<file path="src/rtl/fetch_stage.sv">
// RV32I instruction-fetch stage: owns the PC, reads the combinational ROM and
// presents each word to decode through a valid/ready IF/ID register.
module fetch_stage #(
  parameter logic [31:0] RESET_PC     = 32'h0000_0000,
  parameter bit          HALT_ON_ZERO = 1'b1
) (
  input  logic        clk,
  input  logic        rst_n,
  output logic [31:0] imem_addr,
  input  logic [31:0] imem_rdata,
  input  logic        redirect_valid,
  input  logic [31:0] redirect_pc,
  input  logic        id_ready,
  output logic        if_valid,
  output logic [31:0] if_instr,
  output logic [31:0] if_pc,
  output logic [31:0] if_pc_plus4,
  output logic        halted
);

  localparam logic [31:0] Nop = 32'h0000_0013;

  typedef enum logic [0:0] {StRun, StHalt} state_e;

  state_e      state_q, state_d;
  logic [31:0] pc_q, pc_d;
  logic        valid_q, valid_d;
  logic [31:0] instr_q, instr_d;
  logic [31:0] ipc_q, ipc_d;
  logic [31:0] ipc4_q, ipc4_d;
  logic        load;
  logic        zero_word;

  // Decode may take a new word when the register is empty or being drained.
  assign load      = (state_q == StRun) && (!valid_q || id_ready);
  assign zero_word = HALT_ON_ZERO && (imem_rdata == 32'h0);

  always_comb begin
    state_d = state_q;
    pc_d    = pc_q;
    valid_d = valid_q;
    instr_d = instr_q;
    ipc_d   = ipc_q;
    ipc4_d  = ipc4_q;
    if (redirect_valid) begin
      // Flush: the word currently on imem_rdata is discarded.
      pc_d    = redirect_pc & ~32'h3;
      valid_d = 1'b0;
      state_d = StRun;
    end else if (load && zero_word) begin
      state_d = StHalt;
      valid_d = 1'b0;
    end else if (load) begin
      instr_d = imem_rdata;
      ipc_d   = pc_q;
      ipc4_d  = pc_q + 32'd4;
      valid_d = 1'b1;
      pc_d    = pc_q + 32'd4;
    end else if ((state_q == StHalt) && valid_q && id_ready) begin
      valid_d = 1'b0;
    end
  end

  always_ff @(posedge clk or negedge rst_n) begin
    if (!rst_n) begin
      state_q <= StRun;
      pc_q    <= RESET_PC;
      valid_q <= 1'b0;
      instr_q <= Nop;
      ipc_q   <= RESET_PC;
      ipc4_q  <= RESET_PC + 32'd4;
    end else begin
      state_q <= state_d;
      pc_q    <= pc_d;
      valid_q <= valid_d;
      instr_q <= instr_d;
      ipc_q   <= ipc_d;
      ipc4_q  <= ipc4_d;
    end
  end

  assign imem_addr   = pc_q;
  assign if_valid    = valid_q;
  assign if_instr    = instr_q;
  assign if_pc       = ipc_q;
  assign if_pc_plus4 = ipc4_q;
  assign halted      = (state_q == StHalt);

  // A stalled, unflushed instruction must be held steady for decode.
  a_stall_stable: assert property (@(posedge clk) disable iff (!rst_n)
    (if_valid && !id_ready && !redirect_valid) |=>
      $stable({if_valid, if_instr, if_pc, if_pc_plus4}));

endmodule
</file>
<file path="config.mk">
export PLATFORM = sky130hd
export DESIGN_NAME = fetch_stage
export DESIGN_NICKNAME = d
export VERILOG_FILES = /design/src/rtl/fetch_stage.sv
export SDC_FILE = /design/constraint.sdc
export NUM_CORES = 1
export LEC_CHECK = 0
export ABC_AREA = 1
export CAP_MARGIN = 20
export CORE_UTILIZATION = 42
export CTS_CLUSTER_DIAMETER = 50
export DETAILED_ROUTE_END_ITERATION = 10
export PLACE_DENSITY = 0.76
export SKIP_LAST_GASP = 1
export SLEW_MARGIN = 10
export SYNTH_ARGS = -nofsm -noshare
export SYNTH_HDL_FRONTEND = slang
export SYNTH_SLANG_ARGS = --single-unit
</file>
<file path="constraint.sdc">
create_clock -name clk -period 1.4 [get_ports clk]
set_input_delay 0.28 -clock clk [delete_from_list [all_inputs] [get_ports clk]]
set_output_delay 0.28 -clock clk [all_outputs]
set_load 0.01 [all_outputs]
</file>
## Word-level counts from Yosys, hierarchy flattened

Index checks and enable logic that the tools add are counted.

- Flip-flop bits (word level): 130
- Input bits: 68
- Output and inout port bits: 130
- Word-level logic and storage cells: 32

- Add/subtract/negate cells: 1
- Equality and inequality tests: 1
- Multiplexer cells: 9
- Bitwise operators: 3
- Reduce and logical (&&, ||, !) cells: 12

Operators by type and width:

| cell | number |
|---|---|
| $mux 32 | 3 |
| $add 32x3->32 const B | 1 |
| $logic_not 32->1 | 1 |
| $mux 1 | 6 |
| $logic_and 1x1->1 | 4 |
| $reduce_bool 2->1 | 2 |
| $reduce_bool 4->1 | 1 |
| $not 1->1 | 3 |
| $reduce_and 3->1 | 1 |
| $ne 2x2->1 const B | 1 |
| $reduce_and 2->1 | 1 |
| $logic_not 1->1 | 1 |
| $logic_or 1x1->1 | 1 |

## Longest topological paths before layout

- Depth in word-level cells: 6
- Gate-level depth with buffers: 11

## Least setup slack after synthesis

No wires, ideal clock.

- Kind: register to register
- Start: register pc_q[3] (netlist: imem_addr[3])
- End: register pc_q[26] (netlist: imem_addr[26])
- Setup time: 0.126 ns
- Data arrival time: 1.424 ns
- Required time: 1.274 ns
- Setup slack: -0.150 ns
- Stages on the path, launching flop included: 11
- Buffers on the path: 0
- Clock period less this slack: 1.550 ns
- Cell sequence: dfrtp_1 > ha_1 > nand2_1 > nor2_2 > nand2_1 > nor2_2 > nand2_1 > nand2_1 > nand2_1 > nand3_1 > nand3_1

- Longest elaborated chain between the ends: 4

Ends and longest elaborated chain:

| element | RTL line | source |
|---|---|---|
| from (decl) | 26 | `logic [31:0] pc_q, pc_d;` |
| from (signal assigned) | 74 | `pc_q <= pc_d;` |
| $add 32x3->32 | 58 | `pc_d = pc_q + 32'd4;` |
| $mux 32 | 53 | `end else if (load) begin` |
| $mux 32 | 50 | `end else if (load && zero_word) begin` |
| $mux 32 | 45 | `if (redirect_valid) begin` |

No other way between the ends. The select of a mux whose other input is x is not followed.
A chain may end at the register's enable or synchronous reset.

## Worst setup path after layout

- Start: register pc_q[15] (netlist: imem_addr[15])
- End: register pc_q[30] (netlist: imem_addr[30])

Same word-level chain as after synthesis.

==> results.json <==
{
  "cts_tree": "yes",
  "portBuffers": 189,
  "first_pass_iters": 6,
  "failed_checks": "setup timing",
  "vias_per_cell": 6.46,
  "slowest_stage": "nand3_1",
  "p_per_area_nw_per_um2": 1160,
  "pwr-share-clk_pct": 33.6,
  "rsz0062_at_grt": "true",
  "synthArstFlopShare_pct": 100,
  "drt_wl_total_um": 39600,
  "cts_num_sinks": 124,
  "fin_cells": 1400,
  "setup_tns_ps": -43080,
  "io_pins": 198,
  "max-vdd-ir-drop_v": 0.000938,
  "h-tree-depth": 4,
  "period_share_pct": 167,
  "cp-start-kind": "register",
  "core_um2": 14100,
  "cts_root_buffer": "clkbuf_16",
  "slowest_delay_ps": 400,
  "grt_max_degree": 44,
  "setup_viol": 168,
  "finalCriticalPeriod_ps": 2340,
  "finalClockSkew_ps": 17.5,
  "p_switching_uw": 5160,
  "ant_nets": 0,
  "avgSynthCellArea_um2": 7.45,
  "drc": 0,
  "drive_above_1_share_pct": 53.2,
  "cts.clk_slew.worst_paths_ps": 70,
  "post-place-cells": 1243,
  "numCtsBuffers": 17,
  "wire_per_inst_um": 28.3,
  "clock_latency_ps": 450,
  "grt_pass1_wl_um": 43100,
  "antenna_found_initial": 4,
  "synth_top_cell_by_area": "dfrtp_1",
  "initial_core_util_pct": 43.8,
  "num_antenna_cells": 0,
  "globalRouteOverflowTotal": 0,
  "grt_pass1_vias": 8037,
  "postLayoutCellArea_um2": 12600,
  "arrival_ps": 2720,
  "hold-worst-slack_ps": 109,
  "yosysWarnings": 0,
  "required_ps": 1770,
  "synth_top_area_share_pct": 48.6,
  "ys.flop_type": "dfrtp_1",
  "swShare_pct": 35.2,
  "die_area_um2": 15200,
  "cts.path.max_buffers": 2,
  "hpwl_um": 14600,
  "gp_congestion": 0.895,
  "path_cells": "buf_4, nand2_1, nor2_2, nand2_1, nor2_2, nand3_1, nand2_2, nand3_2, nand3_2",
  "intPower_uw": 9500,
  "outcome": "complete, but fails checks",
  "pwr-share-seq_pct": 31.7,
  "fin_util_pct": 89.4,
  "synth_cells": 829,
  "die_w_um": 123,
  "crit_fanout": 2,
  "synth_area_um2": 6180,
  "crit_type": "reg2reg",
  "hold_viol": 0,
  "rows": 43,
  "drt_iter0_markers": 1355,
  "layout_setup_ws_ps": -942,
  "ys_types": 29,
  "power_frac_comb_pct": 34.7,
  "final_nets": 1276,
  "synth_edf_count": 0,
  "num-fill-cells": 500,
  "track_usage_pct": 38.3,
  "fmax_mhz": 427,
  "endpoint_kind": "register",
  "maxCapViolations": 0,
  "areaGrowthSynthToFinish_pct": 104,
  "seq_area_frac_synth_pct": 50.3,
  "die_h_um": 123,
  "final_cell_mix": "190 x nand2_1, 121 x nand2_2, 110 x buf_4, 103 x dfrtp_1, 81 x nand2_4",
  "place_area_um2": 8950,
  "ys_ff_latch": 124,
  "synth.area.top_cells": "dfrtp_1 49%, nand2_1 24%, nand3_1 9.4%",
  "vias": 9044,
  "final_common_cell": "nand2_1",
  "hold_path_class": "in2reg",
  "p_leak_uw": 0.00641,
  "drv_slew": 0
}
[area by class of cell]
type                            count  area [um^2]  share of cell area, %
Multi-Input combinational cell    636         4370                   34.7
Timing Repair Buffer              400         4140                   32.8
Sequential cell                   124         3130                   24.8
Clock buffer                       19          443                   3.51
Tap cell                          180          225                   1.79
Clock inverter                     13          193                   1.53
Inverter                           28          108                  0.854
[kinds of logic (layout without fill, tap and decap cells)]
group	after synthesis	after routing	share of synthesized area (%)
AO/OA/AOI/OAI	23	23	2.04
XOR/XNOR	8	8	1.13
adder cells (fa/ha/maj)	1	1	0.202
buffers and inverters	75	460	5.93
flip-flops	124	124	50.3
other	1	6	0.0607
AND/OR/NAND/NOR	597	598	40.3
[synth_stat cells (all sizes together) (3+ instances only)]
cell type    n
buf         40
nand2      393
clkbuf       7
nand4        5
nand3b       9
xor2         6
inv         27
o21bai       3
nor2        71
dfrtp      120
o21ai       18
nand3      118
dfstp        4
[repair_timing]
| action | 4_1_cts | 5_1_grt |
|---|---|---|
| cloned | 20 | 4 |
| hold buffers | 1 | 0 |
| setup buffers | 64 | 58 |
| hold endpoints to repair | 20 | 0 |
| resized for setup | 539 | 392 |
| setup endpoints to repair | 247 | 207 |
| pin swaps | 86 | 101 |
[registers in the layout, summed over array words and instances, names as in the netlist]
register,count
if_instr,32
imem_addr,30
halted,1
if_pc,30
if_pc_plus4,30
if_valid,1
[layer usage]
layer  vias up  GRT usage [%]  part of all wire [%]
met1      4231           43.8                    30
li1       3385              -                     -
met3       459           8.67                    15
met2       959           64.3                    44
met4        10           25.4                    11
met5         -              0                  0.29
[worst paths after layout]
| check | startpoint | to | slack (ps) | depth (start not counted) |
|---|---|---|---|---|
| setup reg to reg | imem_addr[15]$_DFFE_PN0P_ | imem_addr[30]$_DFFE_PN0P_ | -940 | 9 |
| max in group asynchronous | rst_n | if_instr[0]$_DFFE_PN1P_ | 440 | 3 |
| setup / recovery | imem_addr[15]$_DFFE_PN0P_ | imem_addr[30]$_DFFE_PN0P_ | -940 | 9 |
| min in group asynchronous | rst_n | if_pc[3]$_DFFE_PN0P_ | 330 | 2 |
| hold / removal | imem_rdata[17] | if_instr[17]$_DFFE_PN0P_ | 110 | 3 |
| hold reg to reg | if_instr[27]$_DFFE_PN0P_ | if_instr[27]$_DFFE_PN0P_ | 480 | 2 |
[metrics by stage]
stage / total power, uW / setup slack (ps)
floorplan: 5680 / -22.7
global route: 15000 / -1170
detailed placement: 7640 / -798
CTS: 12900 / -232
global placement: 7590 / -752
finish: 14700 / -942
[critical path, delay by kind of cell (launching register included)]
family | cells | cell delay (ps)
and+or+nand+nor | 8 | 1770
DFF | 1 | 380
buffers and inverters | 1 | 140
[power groups by stage]
stage	clock network (uW)	logic, uW	registers [uW]
after floorplan	0	917	4760
after global placement	0	3050	4530
after detailed placement	0	3110	4540
after CTS	4740	3750	4450
after global routing	5070	5250	4670
final	4920	5090	4650
Note: power is estimated with default switching activity, not from simulation.
